<file path="src/rtl/uart_mmio_responder.sv">
// Serial MMIO responder on the data-SRAM request port: TX byte FIFO + 8N1 transmitter, 8N1 receiver with holding register.
// Optional sticky receive-overrun flag in STATUS bit 2 when UART_RX_OVERRUN_EN is defined.
module uart_mmio_responder #(
  parameter int CLK_FREQ      = 50000000,
  parameter int BAUD          = 9600,
  parameter int TX_FIFO_DEPTH = 4
) (
  input  logic        clk,
  input  logic        rst_n,
  input  logic        io_sel,
  input  logic        io_sram_en,
  input  logic        io_sram_we,
  input  logic [3:0]  io_sram_wmask,
  input  logic [19:0] io_sram_addr,
  input  logic [31:0] io_sram_din,
  output logic [31:0] io_sram_dout,
  output logic        txd,
  input  logic        rxd
);

  localparam int DIV_CALC = (CLK_FREQ + BAUD / 2) / BAUD;
  localparam int DIV      = (DIV_CALC < 4) ? 4 : DIV_CALC;
  localparam int CW       = $clog2(DIV);
  localparam int AW       = $clog2(TX_FIFO_DEPTH);
  localparam logic [CW-1:0] BIT_LAST  = CW'(DIV - 1);
  localparam logic [CW-1:0] HALF_LAST = CW'(DIV / 2 - 1);

  typedef enum logic [1:0] {TX_IDLE, TX_START, TX_DATA, TX_STOP} tx_state_t;
  typedef enum logic [1:0] {RX_IDLE, RX_START, RX_DATA, RX_STOP} rx_state_t;

  // Bus decode
  logic acc, data_rd, stat_rd, data_wr;
  assign acc     = io_sel & io_sram_en;
  assign data_rd = acc & ~io_sram_we & ~io_sram_addr[0];
  assign stat_rd = acc & ~io_sram_we &  io_sram_addr[0];
  assign data_wr = acc &  io_sram_we & ~io_sram_addr[0] & io_sram_wmask[0];

  logic unused_bits;
  assign unused_bits = ^{io_sram_addr[19:1], io_sram_din[31:8], io_sram_wmask[3:1]};

  // TX FIFO: extra pointer bit distinguishes full from empty
  logic [7:0]  fifo_mem [TX_FIFO_DEPTH];
  logic [AW:0] wr_ptr, rd_ptr;
  logic        fifo_empty, fifo_full, push, tx_pop;

  assign fifo_empty = (wr_ptr == rd_ptr);
  assign fifo_full  = (wr_ptr[AW] != rd_ptr[AW]) && (wr_ptr[AW-1:0] == rd_ptr[AW-1:0]);
  // A pop in the same cycle frees the slot, so a push into a full FIFO is still taken
  assign push       = data_wr & (~fifo_full | tx_pop);

  always_ff @(posedge clk or negedge rst_n) begin
    if (!rst_n) begin
      wr_ptr <= '0;
      rd_ptr <= '0;
    end else begin
      if (push)   wr_ptr <= wr_ptr + 1'b1;
      if (tx_pop) rd_ptr <= rd_ptr + 1'b1;
    end
  end

  always_ff @(posedge clk) begin
    if (push) fifo_mem[wr_ptr[AW-1:0]] <= io_sram_din[7:0];
  end

  // TX FSM
  tx_state_t     tx_state, tx_state_n;
  logic [CW-1:0] tx_cnt, tx_cnt_n;
  logic [2:0]    tx_bit, tx_bit_n;
  logic [7:0]    tx_shift, tx_shift_n;
  logic          txd_q, txd_n;

  always_ff @(posedge clk or negedge rst_n) begin
    if (!rst_n) begin
      tx_state <= TX_IDLE;
      tx_cnt   <= '0;
      tx_bit   <= '0;
      tx_shift <= '0;
      txd_q    <= 1'b1;
    end else begin
      tx_state <= tx_state_n;
      tx_cnt   <= tx_cnt_n;
      tx_bit   <= tx_bit_n;
      tx_shift <= tx_shift_n;
      txd_q    <= txd_n;
    end
  end

  always_comb begin
    tx_state_n = tx_state;
    tx_cnt_n   = tx_cnt + 1'b1;
    tx_bit_n   = tx_bit;
    tx_shift_n = tx_shift;
    txd_n      = txd_q;
    tx_pop     = 1'b0;
    case (tx_state)
      TX_IDLE: begin
        tx_cnt_n = '0;
        if (!fifo_empty) begin
          tx_pop     = 1'b1;
          tx_shift_n = fifo_mem[rd_ptr[AW-1:0]];
          txd_n      = 1'b0;
          tx_state_n = TX_START;
        end
      end
      TX_START: begin
        if (tx_cnt == BIT_LAST) begin
          tx_cnt_n   = '0;
          tx_bit_n   = '0;
          txd_n      = tx_shift[0];
          tx_state_n = TX_DATA;
        end
      end
      TX_DATA: begin
        if (tx_cnt == BIT_LAST) begin
          tx_cnt_n = '0;
          if (tx_bit == 3'd7) begin
            txd_n      = 1'b1;
            tx_state_n = TX_STOP;
          end else begin
            tx_shift_n = {1'b0, tx_shift[7:1]};
            txd_n      = tx_shift[1];
            tx_bit_n   = tx_bit + 3'd1;
          end
        end
      end
      TX_STOP: begin
        if (tx_cnt == BIT_LAST) begin
          tx_cnt_n = '0;
          // Chain straight into the next start bit so queued bytes leave with no idle gap
          if (!fifo_empty) begin
            tx_pop     = 1'b1;
            tx_shift_n = fifo_mem[rd_ptr[AW-1:0]];
            txd_n      = 1'b0;
            tx_state_n = TX_START;
          end else begin
            tx_state_n = TX_IDLE;
          end
        end
      end
      default: tx_state_n = TX_IDLE;
    endcase
  end

  assign txd = txd_q;

  // RX synchronizer and edge history
  logic rx_meta, rxs, rxs_prev;
  always_ff @(posedge clk or negedge rst_n) begin
    if (!rst_n) begin
      rx_meta  <= 1'b1;
      rxs      <= 1'b1;
      rxs_prev <= 1'b1;
    end else begin
      rx_meta  <= rxd;
      rxs      <= rx_meta;
      rxs_prev <= rxs;
    end
  end

  // RX FSM
  rx_state_t     rx_state, rx_state_n;
  logic [CW-1:0] rx_cnt, rx_cnt_n;
  logic [2:0]    rx_bit, rx_bit_n;
  logic [7:0]    rx_shift, rx_shift_n;
  logic          rx_load;

  always_ff @(posedge clk or negedge rst_n) begin
    if (!rst_n) begin
      rx_state <= RX_IDLE;
      rx_cnt   <= '0;
      rx_bit   <= '0;
      rx_shift <= '0;
    end else begin
      rx_state <= rx_state_n;
      rx_cnt   <= rx_cnt_n;
      rx_bit   <= rx_bit_n;
      rx_shift <= rx_shift_n;
    end
  end

  always_comb begin
    rx_state_n = rx_state;
    rx_cnt_n   = rx_cnt + 1'b1;
    rx_bit_n   = rx_bit;
    rx_shift_n = rx_shift;
    rx_load    = 1'b0;
    case (rx_state)
      RX_IDLE: begin
        rx_cnt_n = '0;
        if (rxs_prev && !rxs) rx_state_n = RX_START;
      end
      RX_START: begin
        // Half a bit in: still low means a real start bit, high means a glitch
        if (rx_cnt == HALF_LAST) begin
          rx_cnt_n   = '0;
          rx_bit_n   = '0;
          rx_state_n = rxs ? RX_IDLE : RX_DATA;
        end
      end
      RX_DATA: begin
        if (rx_cnt == BIT_LAST) begin
          rx_cnt_n   = '0;
          rx_shift_n = {rxs, rx_shift[7:1]};
          if (rx_bit == 3'd7) rx_state_n = RX_STOP;
          else                rx_bit_n   = rx_bit + 3'd1;
        end
      end
      RX_STOP: begin
        if (rx_cnt == BIT_LAST) begin
          rx_cnt_n   = '0;
          rx_load    = rxs;
          rx_state_n = RX_IDLE;
        end
      end
      default: rx_state_n = RX_IDLE;
    endcase
  end

  // Holding register; a completing byte wins over a concurrent DATA read clear
  logic       rx_valid;
  logic [7:0] rx_byte;
  always_ff @(posedge clk or negedge rst_n) begin
    if (!rst_n) begin
      rx_valid <= 1'b0;
      rx_byte  <= '0;
    end else if (rx_load) begin
      rx_valid <= 1'b1;
      rx_byte  <= rx_shift;
    end else if (data_rd) begin
      rx_valid <= 1'b0;
    end
  end

  logic ovr;
`ifdef UART_RX_OVERRUN_EN
  always_ff @(posedge clk or negedge rst_n) begin
    if (!rst_n)                              ovr <= 1'b0;
    else if (rx_load && rx_valid && !data_rd) ovr <= 1'b1;
    else if (stat_rd)                        ovr <= 1'b0;
  end
`else
  assign ovr = 1'b0;
`endif

  // Read data with the same one-cycle latency as the SRAM path
  always_ff @(posedge clk or negedge rst_n) begin
    if (!rst_n)       io_sram_dout <= '0;
    else if (stat_rd) io_sram_dout <= {29'b0, ovr, rx_valid, ~fifo_full};
    else if (data_rd) io_sram_dout <= {24'b0, rx_byte};
  end

endmodule

</file>
<file path="config.mk">
export PLATFORM = sky130hd
export DESIGN_NAME = uart_mmio_responder
export DESIGN_NICKNAME = d
export VERILOG_FILES = /design/src/rtl/uart_mmio_responder.sv
export SDC_FILE = /design/constraint.sdc
export NUM_CORES = 1
export LEC_CHECK = 0
export CAP_MARGIN = 20
export CORE_ASPECT_RATIO = 0.8
export CORE_MARGIN = 10
export CORE_UTILIZATION = 45
export DETAILED_ROUTE_END_ITERATION = 6
export HOLD_SLACK_MARGIN = 0.06
export PLACE_DENSITY = 0.74
export SLEW_MARGIN = 20
export SYNTH_ARGS = -nofsm -noshare
export SYNTH_HDL_FRONTEND = slang
export SYNTH_SLANG_ARGS = --single-unit
</file>
<file path="constraint.sdc">
create_clock -name clk -period 2.9 [get_ports clk]
set_input_delay 0.29 -clock clk [delete_from_list [all_inputs] [get_ports clk]]
set_output_delay 0.29 -clock clk [all_outputs]
set_load 0.02 [all_outputs]
</file>
==> summary.md, run 1 <==
| Metric | Value |
|---|---|
| Peak supply drop | 0.446 mV |
| Startpoint Class | flop |
| Fin Clk Skew | 0.00684 ns |
| Vias | between 3000 and 4000 |
| Core footprint | roughly 12000 um2 |
| Die area | 16700 um2 |
| WP data arrival | 2.49 ns |
| Status | completed |
| Worst Setup EP | fifo_mem[1][6] |
| Worst r2r src | tx_cnt[0] |
| Clock root buffer | clkbuf_16 |
| Maxcap violations | 0 |
| All-Layer GR Usage | 11.3% |
| Clock Power Share | approximately a quarter |
| Asr flop ratio synth | 71.2% |
| Vias/cell | 5.24 |
| Worst-path clk slew | 0.07 ns |
| Post-detail-place hpwl | approximately 6500 um |
| Reg2Reg Depth | 5 |
| Routed Antenna Nets | 0 |
| Nets | ~520 |
| Synth area leaders | dfrtp_1 (35%), edfxtp_1 (18%), mux2_2 (5.5%), ha_1 (3.7%), buf_4 (3.4%) |
| Total gr overflow | 0 |
| First-pass GRT wire length | ~16000 um |
| Final worst path period share | 86.0% |
| Syn_area_per_cell | 12.9 um2 |
| Fmax | ~400 MHz |
| Resized cells post-CTS | 0 |
| Rows | 35 |
| Iteration count of the initial detailed-routing pass | 4 |
| RSZ-0062 raised after global routing | false |
| Synthesis-to-layout area growth | 11.2% |
| Tmin final | 2.49 ns |
| Area leader, netlist | dfrtp_1 |
| Critical R2R Capture | fifo_mem[1][6] |
| Pin count of the biggest net entering global routing | 80 |
| Critical Path RT | between 2 and 3 ns |
| Final Routed Wirelength | 9310 um |
| Chip height | 118 um |
| LEAKAGE | approximately 0.0025 uW |
| Register area share after synthesis | 54.9% |
| Sw Ratio | between 30% and 40% |
| Post-CTS setup repair buffer count | 0 |
| Vias in the first global route | 3233 |
| Hold Fails Final Rpt | 0 |
| Met3 GRT Util | 3.10% |
| NetSw | between 1500 and 2000 uW |
| Flop and latch count out of synthesis | approximately 110 |
| Critical Path Fanout Max | 8 |
| Seq pwr share | approximately 43% |
| Post-synth EDFFs | 32 |
| Gr busiest metal | met2 |
| Drt drc | 0 |
| Die Wd | roughly 140 um |
| Logic pwr share | between 30% and 40% |
| Final TNS setup | 0 ns |
| Yosys cell types | 60 |
| Kind of critical path | reg -> reg |
| Hold-fix buffers at CTS | 0 |
| N_diodes | 0 |
| GR Util met2 | roughly a fifth |
| GRT met1 Usage | between 10 and 15% |
| Later-pin clock latency in the skew report | 0.34 ns |
| Max transition margin | 34.5% |
| Post-layout util | between 50 and 60% |
| Worst hold slack | 0.0965 ns |
| Worst slew pin tran | slightly below 1 ns |
| Dominant synthesized flop cell | dfrtp_1 |
| IO Port Bufs | 24 |
| Initial Util | 46.2% |
| Worst setup startpoint | tx_cnt[0] |
| Max clock buf depth | 2 |
| Num ports | 95 |
| Drt initial violations | 245 |
| Int Pwr | 3180 uW |
| Initial antenna violation count | 0 |
| Final Setup Violations | 0 |
| Synthesized area | 5360 um2 |
| Final Slew Violations | 0 |
| Power per cell area | 794 nW/um2 |
| Clock H-tree levels | 3 |
| CTS tree | built |
| R2r setup slk | 0.41 ns |
| Post-Syn Instances | about 420 |
| Share of layout cells above drive strength 1 | approximately 18% |
| Sink Count | 111 |
| Post-synth top area share | 35.0% |
| Critical Path End Type | flop |
| Synthesis warning total | 0 |
| GPL Wtd Cong | about 0.80 |
| Post-DR wirelength/cell | 15.6 um |
| Num CTS Buffers | 9 |
| Hold crit path type | in -> async |
-- layout by cell type (no fill, tap or decap), types with 4 or more instances in the layout --
cell,n
mux2_2,26
dfstp_2,4
conb_1,24
nand2_1,22
inv_1,14
clkdlybuf4s50_1,23
nand4_1,9
mux2_4,8
and2_1,5
or3_1,5
xnor2_1,11
edfxtp_1,32
nor2b_1,4
nand2b_1,8
mux4_2,8
nor2_1,25
ha_1,16
clkbuf_16,10
xor2_1,15
o21ai_0,17
nand3_1,9
mux2i_1,5
a21oi_1,8
dfrtp_1,75
buf_4,6
-- through the flow --
stage	cells	cell area, um2	worst slack, ns	total power, uW
after floorplan	439	5450	0.617	3210
after global placement	580	5660	0.427	3460
after detailed placement	580	5660	0.368	3540
after CTS	596	5960	0.353	4780
after global routing	596	5960	0.240	5020
final	596	5960	0.405	4730
-- power groups by stage --
stage	Combinational [uW]	Clock [uW]	Sequential, uW
2_1_floorplan	1220	0	1990
5_1_grt	1640	1300	2080
6_report	1470	1210	2050
3_5_place_dp	1460	0	2070
4_1_cts	1480	1250	2050
3_3_place_gp	1400	0	2060
-- flip-flops by register name (all words and copies together) (netlist names), named ones only --
register,count
rx_bit,3
rxs,1
rx_shift,8
tx_state,2
wr_ptr,3
rd_ptr,3
rx_valid,1
rx_byte,8
tx_bit,3
tx_cnt,13
rx_meta,1
txd,1
tx_shift,8
fifo_mem,32
rx_state,1
rxs_prev,1
rx_cnt,13
io_sram_dout,8
-- area by class of cell --
type / instances / area, um2
inverters: 13 / 48.8
multi-input cells: 279 / 2210
repair buffers: 29 / 275
well taps: 148 / 185
clock buffers: 10 / 250
flip-flops and latches: 111 / 2940
clock inverters: 6 / 47.5
fillers: 961 / 5650
-- worst min-delay path by stage --
stage,depth (start not counted),end
finish,1,rx_shift[6]
global route,1,rx_shift[6]
CTS,1,rx_shift[6]
detailed placement,0,rxs
global placement,0,rxs
floorplan,0,asynchronous set/reset pin
-- cells by family after synthesis --
kind of cell	share of synthesized area (%)
multiplexers	12.0
XOR/XNOR	4.25
buffers and inverters	5.49
flip-flops	54.9
other	0.0700
AND/OR/NAND/NOR	13.3
AO/OA/AOI/OAI	6.23
adder cells (fa/ha/maj)	3.73
-- synthesized netlist by cell type, types with 2 or more instances --
master / count
buf_6: 2
a211oi_1: 2
nor3b_1: 2
and3_1: 2
nand2b_1: 8
nor4b_1: 3
a2bb2oi_1: 2
nand4_1: 9
o21ai_0: 17
mux2_4: 8
dfrtp_1: 75
nor2b_1: 4
xor2_1: 15
dfstp_2: 4
a31oi_1: 3
a31o_2: 2
nor2_1: 25
and2_1: 5
a41o_1: 2
xnor2_1: 11
edfxtp_1: 32
o31ai_1: 3
nand3_1: 9
mux4_2: 8
nand3b_1: 2
inv_1: 13
nor2_8: 2
nand2_1: 22
or3_1: 5
buf_4: 24
ha_1: 16
nor3_1: 3
nor4_1: 2
clkbuf_1: 6
nand4b_1: 2
mux2_2: 26
and4_1: 3
a21oi_1: 8
mux2i_1: 5
buf_2: 4
-- critical path, cell delays in order (launching register included) --
cell	delay (ns)
dfrtp_1	0.37
ha_1	0.25
and4bb_2	0.35
a31oi_1	0.22
a211oi_1	0.47
and2_1	0.48
-- per-layer routing --
layer | routed length, um | up-vias
li1 | - | 1508
met1 | 4060 | 1558
met2 | 4770 | 54
met3 | 434 | 4
met4 | 47 | 0
met5 | 0 | -
Note: power is estimated with default switching activity, not from simulation.
==> inputs of run 2 (changes only) <==
--- a/config.mk
+++ b/config.mk
@@ -6,12 +6,13 @@
 export NUM_CORES = 1
 export LEC_CHECK = 0
 export CAP_MARGIN = 20
-export CORE_ASPECT_RATIO = 0.8
+export CORE_ASPECT_RATIO = 1.5
 export CORE_MARGIN = 10
 export CORE_UTILIZATION = 45
 export DETAILED_ROUTE_END_ITERATION = 6
 export HOLD_SLACK_MARGIN = 0.06
 export PLACE_DENSITY = 0.74
+export RECOVER_POWER = 100
 export SLEW_MARGIN = 20
 export SYNTH_ARGS = -nofsm -noshare
 export SYNTH_HDL_FRONTEND = slang
==> run 2 against run 1 <==
  * The flow now finishes with violations (capacitance limit, slew limit)
  * Sequential power barely moved
  * Clock power rose by 9.9%
  * Utilization is 0.058 points lower
  * Combinational power decreased by 4%
  * Sequential share of layout area increased by 0.11 points
  * Power increased by 0.73%
  * Via count is 0.16% higher
  * Die area rose by 0.38%
  * Cell area shrank 0.23%
  * Count of clock-buffer cells in the layout is the same
  * Clock skew up 0.0043 ns
  * Critical endpoint is now rx_byte[4]
==> summary.md, run 2 (synthesized netlist as in run 1, its figures left out) <==
| Metric | Value |
|---|---|
| Worst hold slack | 0.363 ns (was 0.0965 ns) |
| Total gr overflow | 0 (unchanged) |
| N_diodes | 0 (unchanged) |
| Startpoint Class | flop (unchanged) |
| Post-DR wirelength/cell | 15.4 um (was 15.6 um) |
| Sink Count | 111 (unchanged) |
| Die area | 16800 um2 (was 16700 um2) |
| RSZ-0062 raised after global routing | false (unchanged) |
| Iteration count of the initial detailed-routing pass | 4 (unchanged) |
| Post-detail-place hpwl | 6710 um (was 6530 um) |
| Resized cells post-CTS | 0 (unchanged) |
| Core footprint | 11600 um2 (about the same) |
| GPL Wtd Cong | 0.794 (was 0.804) |
| Beginning of the worst hold path | rx_meta |
| Num CTS Buffers | 9 (unchanged) |
| Total power | 4770 uW (was 4730 uW) |
| Seq pwr share | 42.7% (was 43.3%) |
| Post-layout util | 51.3% (was 51.4%) |
| Synthesis-to-layout area growth | 10.9% (was 11.2%) |
| Num ports | 95 (unchanged) |
| Drt initial violations | 110 (was 245) |
| Maxcap violations | 1 (was 0) |
| Nets | 522 (was 521) |
| Hold Fails Final Rpt | 0 (unchanged) |
| Status | finished, violations left (was completed) |
| Fmax | 381 MHz (was 401 MHz) |
| Final worst slack | 0.276 ns (was 0.405 ns) |
| Post-CTS setup repair buffer count | 0 (unchanged) |
| Vias in the first global route | 3197 (was 3233) |
| Hold-fix buffers at CTS | 0 (unchanged) |
| Routed Antenna Nets | 0 (unchanged) |
| Final worst path period share | 90.5% (was 86.0%) |
| Critical R2R Capture | rx_byte[4] (was fifo_mem[1][6]) |
| Die Wd | 109 um (was 142 um) |
| Drt drc | 0 (unchanged) |
| NetSw | 1520 uW (was 1550 uW) |
| Kind of critical path | reg -> reg (unchanged) |
| Most frequent cells in the layout | dfrtp_1 (75), edfxtp_1 (32), mux2_2 (26) (unchanged) |
| Final Setup Violations | 0 (unchanged) |
| Worst r2r src | rx_cnt[3] (was tx_cnt[0]) |
| Worst-path clk slew | 0.08 ns (was 0.07 ns) |
| Pin count of the biggest net entering global routing | 80 (unchanged) |
| Clock Power Share | 27.8% (was 25.6%) |
| Logic pwr share | 29.5% (was 31.2%) |
| All-Layer GR Usage | 11.5% (was 11.3%) |
| Chip height | 154 um (was 118 um) |
| Clock root buffer | clkbuf_16 (unchanged) |
| Sw Ratio | 31.9% (was 32.8%) |
| LEAKAGE | 0.00248 uW (about the same) |
| Initial antenna violation count | 0 (unchanged) |
| Max reg flops | 32 (unchanged) |
| Critical Path RT | 3.14 ns (was 2.89 ns) |
| Power per cell area | 802 nW/um2 (was 794 nW/um2) |
| R2r setup slk | 0.28 ns (was 0.41 ns) |
| Final Routed Wirelength | 9200 um (was 9310 um) |
| Final Slew Violations | 80 (was 0) |
| Final TNS setup | 0 ns (unchanged) |
| Initial Util | 46.2% (about the same) |
| First-pass GRT wire length | 15400 um (was 15800 um) |
| CTS tree | built (unchanged) |
| Share of layout cells above drive strength 1 | 16.0% (was 17.9%) |
| IO Port Bufs | 24 (unchanged) |
| Reg2Reg Depth | 4 (was 5) |
| Failing checks | capacitance limit, slew limit |
| Critical Path Fanout Max | 8 (unchanged) |
| Pre-CTS setup slack | 0.210 ns (was 0.368 ns) |
| Fin Clk Skew | 0.0112 ns (was 0.00684 ns) |
| Worst setup startpoint | rx_cnt[3] (was tx_cnt[0]) |
| Vias | 3129 (was 3124) |
| Later-pin clock latency in the skew report | 0.35 ns (was 0.34 ns) |
| WP data arrival | 2.86 ns (was 2.49 ns) |
| Max transition margin | -27.8% (was 34.5%) |
| Worst Setup EP | rx_byte[4] (was fifo_mem[1][6]) |
| Rows | 48 (was 35) |
| Worst slew pin tran | 1.92 ns (was 0.983 ns) |
| Int Pwr | 3250 uW (was 3180 uW) |
| Max clock buf depth | 2 (unchanged) |
| Peak supply drop | 0.488 mV (was 0.446 mV) |
| Leading cell type in the layout, fill and taps excluded | dfrtp_1 (unchanged) |
| Clock H-tree levels | 3 (unchanged) |
| Vias/cell | 5.22 (was 5.24) |
| Critical Path End Type | flop (unchanged) |
| Hold crit path type | reg -> reg (was in -> async) |
| Tmin final | 2.62 ns (was 2.49 ns) |
run 2: layer usage:
layer	track usage, %	part of all wire [%]
met2	20.3	55
met1	12.7	38
met5	0	0
met4	5.48	1.8
met3	2.30	5.4
run 2: layout make-up:
class,count,area [um2]
Multi-Input combinational cell,279,2160
Fill cell,972,5650
Inverter,13,48.8
Clock inverter,6,83.8
Clock buffer,10,250
Tap cell,150,188
Sequential cell,111,2940
Timing Repair Buffer,30,269
run 2: worst min-delay path by stage:
stage | end | slack, ns | cells past startpoint
floorplan | asynchronous set/reset pin | -0.006 | 0
finish | rxs | 0.36 | 0
detailed placement | rxs | 0.35 | 0
CTS | rx_shift[4] | 0.13 | 1
global placement | rxs | 0.35 | 0
global route | rxs | 0.37 | 0
run 2: worst max-delay path, cell delays in order, from the launching register on:
cell and delay, ns:
dfrtp_1 0.45, or4b_1 0.54, or4_1 0.68, nor2_2 0.46, mux2_1 0.37
run 2: power by group through the flow:
stage	sequential [uW]	combinational, uW	clock (uW)
floorplan	1990	1220	0
global placement	2060	1400	0
detailed placement	2070	1460	0
CTS	2040	1480	1370
global route	2070	1590	1420
finish	2030	1410	1330
run 2: through the flow:
step                      area, um2  instances
final                          5950        599
after global routing           5950        599
after CTS                      6010        599
after detailed placement       5670        583
after global placement         5670        583
after floorplan                5450        439
==> inputs of run 3 (changes only) <==
--- a/config.mk
+++ b/config.mk
@@ -5,7 +5,6 @@
 export SDC_FILE = /design/constraint.sdc
 export NUM_CORES = 1
 export LEC_CHECK = 0
-export CAP_MARGIN = 20
 export CORE_ASPECT_RATIO = 1.5
 export CORE_MARGIN = 10
 export CORE_UTILIZATION = 45
==> results of run 3 <==
The final DEF is identical to that of run 2; final timing and power are the same.
